File: config.mk
export PLATFORM = sky130hd
export DESIGN_NAME = pipe_ctrl_tracker
export DESIGN_NICKNAME = d
export VERILOG_FILES = /design/src/rtl/pipe_ctrl_tracker.sv
export SDC_FILE = /design/constraint.sdc
export NUM_CORES = 1
export LEC_CHECK = 0
export CORE_UTILIZATION = 25
export CTS_CLUSTER_SIZE = 24
export DETAILED_ROUTE_END_ITERATION = 8
export GPL_ROUTABILITY_DRIVEN = 0
export PLACE_DENSITY = 0.53
export SLEW_MARGIN = 5
export SYNTH_ARGS = -nofsm -noshare
export SYNTH_HDL_FRONTEND = slang
export SYNTH_SLANG_ARGS = --single-unit
File: constraint.sdc
create_clock -name clk -period 2 [get_ports clk]
set_input_delay 0.4 -clock clk [delete_from_list [all_inputs] [get_ports clk]]
set_output_delay 0.4 -clock clk [all_outputs]
set_load 0.03 [all_outputs]
File: src/rtl/pipe_ctrl_tracker.sv
// pipe_ctrl_tracker: ID/EX -> EX/MEM -> MEM/WB control pipeline with load-use stall and branch flush.
// Build option FORWARDING_EN: drive forwarding selects; otherwise stall on every RAW hazard.
module pipe_ctrl_tracker #(
    parameter int ADDR_W   = 5,
    parameter int ZERO_REG = 0
) (
    input  logic              clk,
    input  logic              rst_n,
    input  logic              id_valid,
    input  logic [3:0]        id_ex_ctrl,
    input  logic [2:0]        id_mem_ctrl,
    input  logic [1:0]        id_wb_ctrl,
    input  logic [ADDR_W-1:0] id_rs,
    input  logic [ADDR_W-1:0] id_rt,
    input  logic [ADDR_W-1:0] id_rd,
    input  logic              mem_zero,
    output logic              pc_write,
    output logic              if_id_write,
    output logic              if_id_flush,
    output logic              pc_src,
    output logic              ex_reg_dst,
    output logic              ex_alu_src,
    output logic [1:0]        ex_alu_op,
    output logic [ADDR_W-1:0] ex_dest,
    output logic              mem_branch,
    output logic              mem_read,
    output logic              mem_write,
    output logic              wb_reg_write,
    output logic              wb_mem_to_reg,
    output logic [ADDR_W-1:0] wb_dest,
    output logic [1:0]        forward_a,
    output logic [1:0]        forward_b
);
    localparam logic [ADDR_W-1:0] ZR = ADDR_W'(ZERO_REG);

    logic [3:0]        r_ex_ctrl;
    logic [2:0]        r_ex_mem;
    logic [1:0]        r_ex_wb;
    logic [ADDR_W-1:0] r_ex_rt;
    logic [ADDR_W-1:0] r_ex_rd;
    logic [2:0]        r_mem_ctrl;
    logic [1:0]        r_mem_wb;
    logic [ADDR_W-1:0] r_mem_dest;
    logic [1:0]        r_wb_ctrl;
    logic [ADDR_W-1:0] r_wb_dest;
    logic              w_load_use;
    logic              w_hazard;
    logic              w_stall;
    logic              w_flush;
    logic              w_ex_load;

    assign ex_reg_dst    = r_ex_ctrl[3];
    assign ex_alu_op     = r_ex_ctrl[2:1];
    assign ex_alu_src    = r_ex_ctrl[0];
    assign ex_dest       = ex_reg_dst ? r_ex_rd : r_ex_rt;
    assign mem_branch    = r_mem_ctrl[2];
    assign mem_read      = r_mem_ctrl[1];
    assign mem_write     = r_mem_ctrl[0];
    assign wb_reg_write  = r_wb_ctrl[1];
    assign wb_mem_to_reg = r_wb_ctrl[0];
    assign wb_dest       = r_wb_dest;

    assign w_flush     = r_mem_ctrl[2] & mem_zero;
    assign pc_src      = w_flush;
    assign if_id_flush = w_flush;
    assign w_load_use  = id_valid & r_ex_mem[1] & (r_ex_rt != ZR) & (r_ex_rt == id_rs | r_ex_rt == id_rt);

`ifdef FORWARDING_EN
    logic [ADDR_W-1:0] r_ex_rs;

    assign w_hazard  = w_load_use;
    assign forward_a = (r_mem_wb[1] && r_mem_dest != ZR && r_mem_dest == r_ex_rs) ? 2'b10 :
                       (r_wb_ctrl[1] && r_wb_dest != ZR && r_wb_dest == r_ex_rs) ? 2'b01 : 2'b00;
    assign forward_b = (r_mem_wb[1] && r_mem_dest != ZR && r_mem_dest == r_ex_rt) ? 2'b10 :
                       (r_wb_ctrl[1] && r_wb_dest != ZR && r_wb_dest == r_ex_rt) ? 2'b01 : 2'b00;

    always_ff @(posedge clk or negedge rst_n) begin
        if (!rst_n)
            r_ex_rs <= '0;
        else
            r_ex_rs <= w_ex_load ? id_rs : '0;
    end
`else
    logic w_ex_raw;
    logic w_mem_raw;

    // write-before-read regfile: only EX and MEM producers can be too early
    assign w_ex_raw  = r_ex_wb[1] & (ex_dest != ZR) & (ex_dest == id_rs | ex_dest == id_rt);
    assign w_mem_raw = r_mem_wb[1] & (r_mem_dest != ZR) & (r_mem_dest == id_rs | r_mem_dest == id_rt);
    assign w_hazard  = w_load_use | (id_valid & (w_ex_raw | w_mem_raw));
    assign forward_a = 2'b00;
    assign forward_b = 2'b00;
`endif

    assign w_stall     = w_hazard & ~w_flush;
    assign pc_write    = ~w_stall;
    assign if_id_write = ~w_stall;
    assign w_ex_load   = id_valid & ~w_stall & ~w_flush;

    always_ff @(posedge clk or negedge rst_n) begin
        if (!rst_n) begin
            r_ex_ctrl  <= '0;
            r_ex_mem   <= '0;
            r_ex_wb    <= '0;
            r_ex_rt    <= '0;
            r_ex_rd    <= '0;
            r_mem_ctrl <= '0;
            r_mem_wb   <= '0;
            r_mem_dest <= '0;
            r_wb_ctrl  <= '0;
            r_wb_dest  <= '0;
        end else begin
            r_ex_ctrl  <= w_ex_load ? id_ex_ctrl : '0;
            r_ex_mem   <= w_ex_load ? id_mem_ctrl : '0;
            r_ex_wb    <= w_ex_load ? id_wb_ctrl : '0;
            r_ex_rt    <= w_ex_load ? id_rt : '0;
            r_ex_rd    <= w_ex_load ? id_rd : '0;
            r_mem_ctrl <= w_flush ? '0 : r_ex_mem;
            r_mem_wb   <= w_flush ? '0 : r_ex_wb;
            r_mem_dest <= w_flush ? '0 : ex_dest;
            r_wb_ctrl  <= r_mem_wb;
            r_wb_dest  <= r_mem_dest;
        end
    end
endmodule

; ---- After elaboration in Yosys (flattened, before gate mapping)
; Cells that the tools add are included.
; Widths: inputs -> output; s select.
[totals]
register_bits = 36
in_bits = 28
out_inout_bits = 27
[op_classes]
eq_ne = 6
mux = 9
n_bitwise = 19
n_reduce_logical = 3
[ops]
columns = op, count
row1 = $eq 5x5->1, 6
row2 = $mux 5, 4
row3 = $reduce_bool 5->1, 3
row4 = $and 1x1->1, 12
row5 = $mux 3, 2
row6 = $or 1x1->1, 5
row7 = $mux 2, 2
row8 = $mux 4, 1
row9 = $not 1->1, 2

; ---- Logic depth before layout (Yosys ltp)
; Gate-level depths: netlist of the first run.
[logic_depth]
word_depth = 12
ltp_mapped = 9
mapped_depth_nobuf = 6

; ---- Worst setup path after synthesis of the first run
; No wires, ideal clock.
[synth_timing]
path_type = register to output
startpoint = reg r_ex_ctrl[3]
endpoint = out pc_write
t_arrival_ns = 2.178
required_time_ns = 1.600
setup_slack_ns = -0.578
stages_incl_launch_ff = 9
n_path_buf = 3
cell_sequence = dfrtp_1 -> buf_6 -> mux2i_1 -> nand4_1 -> o21ai_0 -> a21oi_2 -> buf_6 -> o21ai_2 -> buf_4
[synth_via]
elab_chain_len = 9
word_cells_on_any_way = 12
[synth_rtl]
columns = item, line
row1 = from (decl), 36  ; logic [3:0] r_ex_ctrl;
row2 = from (signal assigned), 113  ; r_ex_ctrl <= w_ex_load ? id_ex_ctrl : '0;
row3 = $mux 5 (*), 55  ; assign ex_dest = ex_reg_dst ? r_ex_rd : r_ex_rt;
row4 = $eq 5x5->1 / $reduce_bool 5->1 (equally long branches), 88  ; assign w_ex_raw = r_ex_wb[1] & (ex_dest != ZR) & (ex_dest == id_rs | ex_dest == id_rt);
row5 = $or 1x1->1 / $and 1x1->1 (equally long branches), 88
row6 = $and 1x1->1 (*), 88
row7 = $or 1x1->1 (*), 90  ; assign w_hazard = w_load_use | (id_valid & (w_ex_raw | w_mem_raw));
row8 = $and 1x1->1 (*), 90
row9 = $or 1x1->1 (*), 90
row10 = $and 1x1->1 (*), 95  ; assign w_stall = w_hazard & ~w_flush;
row11 = $not 1->1 (*), --
row12 = to (decl), 17  ; output logic pc_write,
; Every way passes the cells marked *; elsewhere a longest branch is shown, timed or not.

; ---- Worst setup path in the final report of the first run
[layout_timing]
startpoint = reg r_ex_ctrl[3]
endpoint = out if_id_write
[layout_via]
elab_chain_len = 9
word_cells_on_any_way = 12
[layout_rtl]
columns = item, line
row1 = $mux 5 (*), 55
row2 = $eq 5x5->1 / $reduce_bool 5->1 (equally long branches), 88
row3 = $or 1x1->1 / $and 1x1->1 (equally long branches), 88
row4 = $and 1x1->1 (*), 88
row5 = $or 1x1->1 (*), 90
row6 = $and 1x1->1 (*), 90
row7 = $or 1x1->1 (*), 90
row8 = $and 1x1->1 (*), 95
row9 = $not 1->1 (*), 97  ; assign if_id_write = ~w_stall;
row10 = to (decl), 18  ; output logic if_id_write,
; Marks and branches as above.

==> flow_summary_export.csv, run 1 <==
group,metric,value,unit
job,drv_cap,0,
timing,fin_crit_sh,118,%
timing,rsz0062_at_grt,"yes",
floorplanning,die_area,7500,um2
synthesis,yosysWarningCount,0,
grt,grt_antenna_before_repair,0,
synthesis,synth-seq-cells,36,
route,routed_wl,4540,um
floorplanning,die_h,86.6,um
critical_path,crit_type,"reg2out",
clock_network,cts_made_buffers,5,
placement,hpwl,3280,um
timing,fin_setup_tns,-0.909,ns
layout,fin_util,42.2,%
worst_hold_path,hold_class,"in2async",
clock_network,cts.sinks,36,
synthesis,synth_cell_types,28,
floorplanning,core,6870,um2
layout,antennaDiodeCount,0,
timing,layout_setup_ws,-0.368,ns
power_and_ir_drop,power_density,776,nW/um2
synthesis,syn-instance-count,165,
route,drtIter0Drc,75,
timing,fin_worst_skew,0.00437,ns
timing,hold_violations,0,
timing,max_freq,0.422,GHz
grt,grt_pass1_wl,7180,um
grt,grt_usage,12.9,%
run_status,violations,"setup timing",
critical_path,crit_fanout,5,
critical_path,cp.arrival,1.97,ns
critical_path,cp-start-kind,"flop",
grt,grt_pass1_vias,1470,
power_and_ir_drop,total_power,2250,uW
layout,fillCellCount,676,
timing,setup_viol,5,
power_and_ir_drop,leakagePower,0.00143,uW
clock_network,cts.clk_slew.worst_paths,0.07,ns
layout,syn2layout_area_growth,61.9,%
grt,grt_max_degree,22,
route,firstDrtPassIters,4,
timing,slew_violations,0,
clock_network,cts_tree,"done",
floorplanning,die_w,86.6,um
route,vias,1439,
route,avgViaCountPerCell,4.06,
grt,grt.overflow.total,0,
floorplanning,initial_core_util,26.0,%
clock_network,root_buffer,"clkbuf_8",
run_status,status,"complete, but fails checks",
clock_network,clock_path_buffers,2,
critical_path,critPathCaptureType,"primary output",
route,post_drt_wl_per_cell,12.8,um
layout,drive_above_1_share,38.8,%
clock_network,htreeDepth,2,
power_and_ir_drop,vdd_ir_drop_max,0.255,mV
clock_network,clk_latency,0.29,ns
synthesis,syn_avg_cell_area,10.8,um2
synthesis,syn-cell-area,1790,um2
floorplanning,rows,30,
floorplanning,ios,55,
placement,pre_cts_ws,-0.467,ns
route,ant_nets,0,
placement,io_buffers,50,
critical_path,required,1.60,ns
layout,fin_nets,285,
timing,layout_min_cycle_time,2.37,ns
synthesis,ys_seq_area_share,50.3,%
route,drc,0,
clock_network,cts.hold.buffers_added,0,
path summary, 6_finish.rpt:
kind,slack (ns),cells after the start,startpoint,to
hold / removal,0.06,1,rst_n,r_wb_ctrl[0]$_DFF_PN0_
hold reg to reg,0.36,0,r_mem_wb[0]$_DFF_PN0_,r_wb_ctrl[0]$_DFF_PN0_
setup reg to reg,0,8,r_ex_ctrl[3]$_DFF_PN0_,r_ex_rd[2]$_DFF_PN0_
min in group clk,0.36,0,r_mem_wb[0]$_DFF_PN0_,r_wb_ctrl[0]$_DFF_PN0_
max in group asynchronous,1.44,2,rst_n,r_mem_dest[0]$_DFF_PN0_
setup / recovery,-0.37,8,r_ex_ctrl[3]$_DFF_PN0_,if_id_write
critical path, stage by stage, from the launching register on:
cell     delay, ns
dfrtp_2       0.39
buf_12        0.14
mux2i_4       0.31
xnor2_2       0.10
nor3_2        0.17
nand3_1       0.12
a21oi_2       0.22
o21ai_4       0.09
buf_6         0.14
Yosys cell counts (all sizes together):
library cell / n / area [um2]
dfrtp: 36 / 901
nor2: 28 / 153
xor2: 24 / 210
nand3: 21 / 105
buf: 11 / 88.8
inv: 7 / 26.3
and2: 6 / 37.5
nor3: 6 / 40.0
xnor2: 6 / 52.6
mux2i: 5 / 82.6
o21ai: 4 / 23.8
a22oi: 2 / 15.0
clkbuf: 2 / 7.51
or4: 2 / 15.0
a21oi: 1 / 8.76
conb: 1 / 3.75
nand2: 1 / 3.75
nand4: 1 / 6.26
o22a: 1 / 8.76
cell usage in the layout, fill, tap and decap left out, types with 3 or more instances in the layout:
| cell | netlist | layout |
|---|---|---|
| dfrtp_1 | 36 | 35 |
| nor3_1 | 4 | 4 |
| clkdlybuf4s50_1 | 0 | 29 |
| dlygate4sd2_1 | 0 | 6 |
| nand3_1 | 21 | 21 |
| buf_4 | 6 | 46 |
| conb_1 | 1 | 4 |
| bufinv_16 | 0 | 3 |
| nor2_1 | 9 | 9 |
| dlymetal6s2s_1 | 0 | 5 |
| nor2_2 | 19 | 19 |
| clkbuf_8 | 0 | 5 |
| mux2i_4 | 2 | 5 |
| and2_1 | 6 | 6 |
| inv_1 | 5 | 4 |
| xor2_1 | 24 | 24 |
| xnor2_2 | 0 | 3 |
| inv_2 | 2 | 3 |
| xnor2_1 | 6 | 3 |
| buf_6 | 3 | 4 |
metrics by stage:
stage	hold slack, ns	cell area, um2	instances
after CTS	0.0738	2810	348
final	0.0578	2900	354
after global placement	0.339	2570	335
after floorplan	0.104	1820	168
after global routing	0.0870	2900	354
after detailed placement	0.342	2570	335
per-layer routing:
metal | wire length [um] | track usage (%) | vias up
li1 | - | - | 711
met2 | 2230 | 21.4 | 36
met5 | 0 | 0 | -
met3 | 132 | 2.95 | 6
met4 | 74 | 4.55 | 0
met1 | 2110 | 16.5 | 686
flip-flops by register name, summed over array words and instances (netlist names):
signal / flops
r_ex_wb: 2
r_mem_dest: 5
r_ex_rd: 5
r_mem_wb: 2
r_ex_rt: 5
r_mem_ctrl: 3
r_ex_ctrl: 4
wb_dest: 5
r_wb_ctrl: 2
r_ex_mem: 3
final cells by class:
class                   count  area (um2)  share of cell area (%)
inverters                   7        26.3                   0.907
multi-input cells         112         845                    29.2
clock buffers               5        68.8                    2.38
clock inverters             3        90.1                    3.11
repair buffers             95         845                    29.2
flip-flops and latches     36         902                    31.1
well taps                  96         120                    4.15
kinds of logic after synthesis:
group	after synthesis	share of synthesized area (%)
buffers and inverters	20	6.85
multiplexers	5	4.62
XOR/XNOR	30	14.7
AND/OR/NAND/NOR	65	20.1
flip-flops	36	50.3
other	1	0.210
AO/OA/AOI/OAI	8	3.15
what timing repair did:
action | 4_1_cts | 5_1_grt
gates resized for setup | 24 | 13
pin swaps | 9 | 12
buffers inserted | 6 | 6
endpoints found under the setup margin | 26 | 25
where the power goes:
| group | leakage, uW | switching (uW) | internal [uW] |
|---|---|---|---|
| combinational | 0.000882 | 268 | 271 |
| sequential | 0.000469 | 32.3 | 781 |
| clock | 0.0000784 | 271 | 624 |
| total | 0.00143 | 571 | 1680 |
No activity file was read; power rests on OpenSTA's default activity.
==> run 2: changes to the inputs <==
--- a/config.mk
+++ b/config.mk
@@ -5,6 +5,7 @@
 export SDC_FILE = /design/constraint.sdc
 export NUM_CORES = 1
 export LEC_CHECK = 0
+export CORE_ASPECT_RATIO = 0.9
 export CORE_UTILIZATION = 25
 export CTS_CLUSTER_SIZE = 24
 export DETAILED_ROUTE_END_ITERATION = 8
==> run 2 against run 1 <==
- the run still ends with setup timing left
- final cell count down 3.1%
- die area about the same
- worst setup slack got worse by 0.013 ns
- register-to-register slack barely moved
- utilization is 0.75 points lower
- sequential share of layout area rose by 1.1 points
- count of clock-buffer cells in the layout unchanged
- largest power group unchanged
==> flow_summary_export.csv, run 2 (synthesized netlist as in run 1, its figures left out) <==
group,metric,value,unit
grt,grt_usage,13.0,%
floorplanning,rows,28,
layout,mostFrequentLayoutCells,"buf_4, dfrtp_1, clkdlybuf4s50_1",
timing,rsz0062_at_grt,"yes",
clock_network,root_buffer,"clkbuf_8",
layout,final_common_cell,"buf_4",
route,firstDrtPassIters,4,
timing,fin_setup_tns,-0.785,ns
critical_path,critPathMaxStageDelay,0.39,ns
clock_network,clock_path_buffers,2,
layout,drive_above_1_share,36.8,%
floorplanning,core,6760,um2
grt,grt_antenna_before_repair,0,
power_and_ir_drop,power_density,787,nW/um2
worst_hold_path,hold_class,"in2async",
timing,setup_viol,9,
critical_path,cp.arrival,1.98,ns
job,drv_cap,0,
layout,instances_no_fill,343,
layout,fillCellCount,678,
power_and_ir_drop,p_clk_share,40.1,%
timing,max_freq,0.420,GHz
timing,slew_violations,0,
placement,dp.cells,329,
run_status,violations,"setup timing",
floorplanning,die_area,7500,um2
floorplanning,die_h,82.3,um
clock_network,htreeDepth,2,
clock_network,cts.sinks,36,
layout,fin_util,41.4,%
run_status,status,"complete, but fails checks",
critical_path,crit_fanout,5,
placement,hpwl,3250,um
route,post_drt_wl_per_cell,12.7,um
layout,multi_input_area,812,um2
layout,fin_nets,280,
power_and_ir_drop,vdd_ir_drop_max,0.354,mV
floorplanning,ios,55,
critical_path,required,1.60,ns
route,avgViaCountPerCell,3.97,
power_and_ir_drop,seq_power_share,36.8,%
timing,fin_worst_skew,0.00517,ns
timing,fin_crit_sh,119,%
route,drc,0,
critical_path,worstPathCellList,"buf_12 -> mux2i_4 -> xnor2_2 -> nor3_2 -> nand3_1 -> a21oi_2 -> o21ai_4 -> buf_6",
timing,hold_violations,0,
grt,grt_pass1_vias,1440,
grt,grt.overflow.total,0,
power_and_ir_drop,power_switching,551,uW
power_and_ir_drop,intPower,1650,uW
route,drtIter0Drc,48,
floorplanning,initial_core_util,26.5,%
clock_network,clk_latency,0.29,ns
power_and_ir_drop,swShare,25.0,%
timing,layout_min_cycle_time,2.38,ns
grt,grt_pass1_wl,7250,um
placement,io_buffers,50,
critical_path,worst_path_dominant_cell_family,"flip-flops",
power_and_ir_drop,leakagePower,0.00137,uW
grt,grt_max_degree,20,
critical_path,critPathCaptureType,"primary output",
power_and_ir_drop,total_power,2210,uW
critical_path,slowest_stage,"dfrtp_2",
critical_path,cp_num_buf_inv,2,
route,ant_nets,0,
timing,layout_setup_ws,-0.381,ns
critical_path,crit_type,"reg2out",
layout,register_area,902,um2
floorplanning,die_w,91.2,um
power_and_ir_drop,p_comb_share,23.1,%
layout,antennaDiodeCount,0,
clock_network,cts.clk_slew.worst_paths,0.07,ns
layout,syn2layout_area_growth,56.5,%
critical_path,cp-start-kind,"flop",
clock_network,cts_tree,"done",
route,vias,1363,
clock_network,cts_made_buffers,5,
route,routed_wl,4360,um
## run 2: metrics by stage
stage                     hold WS, ns  worst slack [ns]  instance area [um2]
final                          0.0117            -0.381                 2800
after global routing           0.0292            -0.483                 2800
after CTS                      0.0154            -0.398                 2780
after detailed placement        0.336            -0.479                 2570
after global placement          0.334            -0.473                 2570
after floorplan                 0.104            -0.323                 1820
## run 2: cell type report
type                    instances  area share [%]
flip-flops and latches         36            32.2
multi-input cells             112            29.0
repair buffers                 90            28.2
well taps                      90            4.02
clock inverters                 3            3.22
clock buffers                   5            2.46
inverters                       7           0.938
## run 2: power by group through the flow
stage          Clock, uW  Sequential (uW)  Combinational [uW]
4_1_cts              907              811                 509
5_1_grt              933              818                 554
3_3_place_gp           0              828                 491
3_5_place_dp           0              829                 492
2_1_floorplan          0              870                 213
6_report             883              812                 510
## run 2: worst paths after layout
path | startpoint | to | slack, ns | cells past startpoint
max in group asynchronous | rst_n | wb_dest[3]$_DFF_PN0_ | 1.48 | 2
worst min-delay path | rst_n | r_wb_ctrl[0]$_DFF_PN0_ | 0.01 | 1
worst min register to register | r_mem_wb[0]$_DFF_PN0_ | r_wb_ctrl[0]$_DFF_PN0_ | 0.35 | 0
worst max-delay path | r_ex_ctrl[3]$_DFF_PN0_ | if_id_write | -0.38 | 8
worst max register to register | r_ex_ctrl[3]$_DFF_PN0_ | r_ex_rt[1]$_DFF_PN0_ | -0.01 | 8
min in group clk | r_mem_wb[0]$_DFF_PN0_ | r_wb_ctrl[0]$_DFF_PN0_ | 0.35 | 0
## run 2: per-layer routing
metal | up-vias | share of wire (%) | GRT usage, %
li1 | 700 | - | -
met1 | 618 | 49 | 17.3
met2 | 37 | 44 | 19.9
met3 | 8 | 5.0 | 3.94
met4 | 0 | 1.6 | 5.24
met5 | - | 0 | 0
## run 2: worst reg2reg max path, stage by stage, from the launching register on
cell and delay (ns):
dfrtp_2 0.39, buf_12 0.13, mux2i_4 0.32, xnor2_2 0.10
nor3_2 0.18, nand3_1 0.12, a21oi_2 0.23, buf_4 0.34
nor2_2 0.08
## run 2: timing repair
action / CTS / global route
hold buffers: 0 / 0
buffers inserted: 4 / 2
pin swaps: 3 / 2
endpoints found under the setup margin: 27 / 25
cloned: 0 / 0
gates resized for setup: 28 / 13
==> run 3: changes to the inputs <==
--- a/config.mk
+++ b/config.mk
@@ -11,7 +11,8 @@
 export DETAILED_ROUTE_END_ITERATION = 8
 export GPL_ROUTABILITY_DRIVEN = 0
 export PLACE_DENSITY = 0.53
-export SLEW_MARGIN = 5
+export SKIP_LAST_GASP = 1
+export SLEW_MARGIN = 40
 export SYNTH_ARGS = -nofsm -noshare
 export SYNTH_HDL_FRONTEND = slang
 export SYNTH_SLANG_ARGS = --single-unit
==> run 3 against run 2 <==
- the flow still finishes with violations (setup timing)
- worst setup slack unchanged
- count of clock-buffer cells in the layout unchanged
- combinational power barely moved
- largest power group unchanged
- highest routed layer unchanged
==> flow_summary_export.csv, run 3 (synthesized netlist as in run 1, its figures left out) <==
group,metric,value,unit
layout,drive_above_1_share,36.8,%
power_and_ir_drop,power_density,787,nW/um2
placement,dp.cells,329,
critical_path,required,1.60,ns
critical_path,reg2reg_depth,8,
grt,grt_max_degree,20,
layout,instances_no_fill,343,
critical_path,cp-start-kind,"flop",
floorplanning,initial_core_util,26.5,%
clock_network,cts_tree,"done",
clock_network,cts.clk_slew.worst_paths,0.07,ns
timing,max_freq,0.420,GHz
route,ant_nets,0,
run_status,violations,"setup timing",
route,avgViaCountPerCell,3.97,
timing,slew_violations,0,
floorplanning,ios,55,
route,vias,1361,
critical_path,cp.arrival,1.98,ns
route,firstDrtPassIters,4,
timing,hold_violations,0,
critical_path,reg2reg_slack,-0.01,ns
run_status,status,"complete, but fails checks",
worst_hold_path,hold_class,"in2async",
clock_network,root_buffer,"clkbuf_8",
layout,final_common_cell,"buf_4",
critical_path,r2r-start,"r_ex_ctrl[3]$_DFF_PN0_",
placement,pre_cts_ws,-0.479,ns
timing,fin_crit_sh,119,%
timing,fin_worst_skew,0.00517,ns
grt,grt_usage,13.0,%
floorplanning,core,6760,um2
layout,antennaDiodeCount,0,
placement,io_buffers,50,
layout,fin_nets,280,
clock_network,htreeDepth,2,
critical_path,r2r-end,"r_ex_rt[1]$_DFF_PN0_",
route,routed_wl,4360,um
grt,grt_antenna_before_repair,0,
floorplanning,die_area,7500,um2
clock_network,cts_made_buffers,5,
grt,grt_pass1_wl,7250,um
route,drtIter0Drc,46,
grt,grt.overflow.total,0,
route,post_drt_wl_per_cell,12.7,um
timing,layout_min_cycle_time,2.38,ns
clock_network,cts.sinks,36,
critical_path,critPathCaptureType,"primary output",
layout,mostFrequentLayoutCells,"buf_4, dfrtp_1, clkdlybuf4s50_1",
grt,grt_pass1_vias,1440,
timing,layout_setup_ws,-0.381,ns
layout,syn2layout_area_growth,56.6,%
timing,setup_viol,9,
layout,fin_area,2800,um2
floorplanning,die_h,82.3,um
clock_network,clock_path_buffers,2,
timing,rsz0062_at_grt,"yes",
timing,hold-worst-slack,0.0117,ns
placement,hpwl,3250,um
floorplanning,rows,28,
critical_path,crit_fanout,5,
floorplanning,die_w,91.2,um
placement,post_dp_cell_area,2570,um2
clock_network,clk_latency,0.29,ns
job,drv_cap,0,
power_and_ir_drop,vdd_ir_drop_max,0.353,mV
power_and_ir_drop,leakagePower,0.00137,uW
route,drc,0,
critical_path,crit_type,"reg2out",
-- run 3: cell count changes in the layout (fill, tap and decap cells not counted) --
| cell | previous run | this run |
|---|---|---|
| clkdlybuf4s50_1 | 30 | 32 |
| dlygate4sd2_1 | 7 | 5 |
-- run 3: how the worst max path moves through the flow --
stage                                 startpoint     endpoint  slack, ns  cells past startpoint
after floorplan           r_ex_ctrl[3]$_DFF_PN0_     pc_write      -0.32                      9
after global routing                    id_rt[2]  if_id_write      -0.48                      8
after detailed placement                id_rt[3]  if_id_write      -0.48                      8
after CTS                               id_rt[0]  if_id_write      -0.40                      8
after global placement                  id_rt[3]     pc_write      -0.47                      8
final                     r_ex_ctrl[3]$_DFF_PN0_  if_id_write      -0.38                      8
-- run 3: power breakdown --
part | switching, uW | internal (uW)
Combinational | 261 | 251
Sequential | 30.4 | 781
Clock | 259 | 624
Total | 551 | 1660
-- run 3: per-layer routing --
layer / vias up / track usage (%) / wire [um]
li1: 700 / - / -
met1: 616 / 17.3 / 2150
met2: 37 / 19.9 / 1920
met3: 8 / 3.94 / 220
met4: 0 / 5.24 / 71
met5: - / 0 / 0
-- run 3: per-stage QoR --
stage / setup TNS [ns] / util, % / power, uW
floorplan: -0.468 / - / 1080
global placement: -5.99 / 38.0 / 1320
detailed placement: -6.33 / 38.0 / 1320
CTS: -1.01 / 41.1 / 2230
global route: -3.01 / 41.5 / 2310
finish: -0.786 / 41.5 / 2210
-- run 3: final cells by class --
class	instances	area (um2)
clock inverters	3	90.1
repair buffers	90	791
multi-input cells	112	812
well taps	90	113
inverters	7	26.3
flip-flops and latches	36	902
fillers	676	3960
clock buffers	5	68.8
-- run 3: timing repair --
action	in CTS	in global routing
endpoints found under the setup margin	27	25
buffers inserted	4	2
pin swaps	3	2
hold buffers	0	0
gates resized for setup	26	13
-- run 3: critical path: stages, from the launching register on --
cell,delay (ns)
dfrtp_2,0.39
buf_12,0.13
mux2i_4,0.32
xnor2_2,0.10
nor3_2,0.18
nand3_1,0.12
a21oi_2,0.23
o21ai_4,0.09
buf_6,0.14
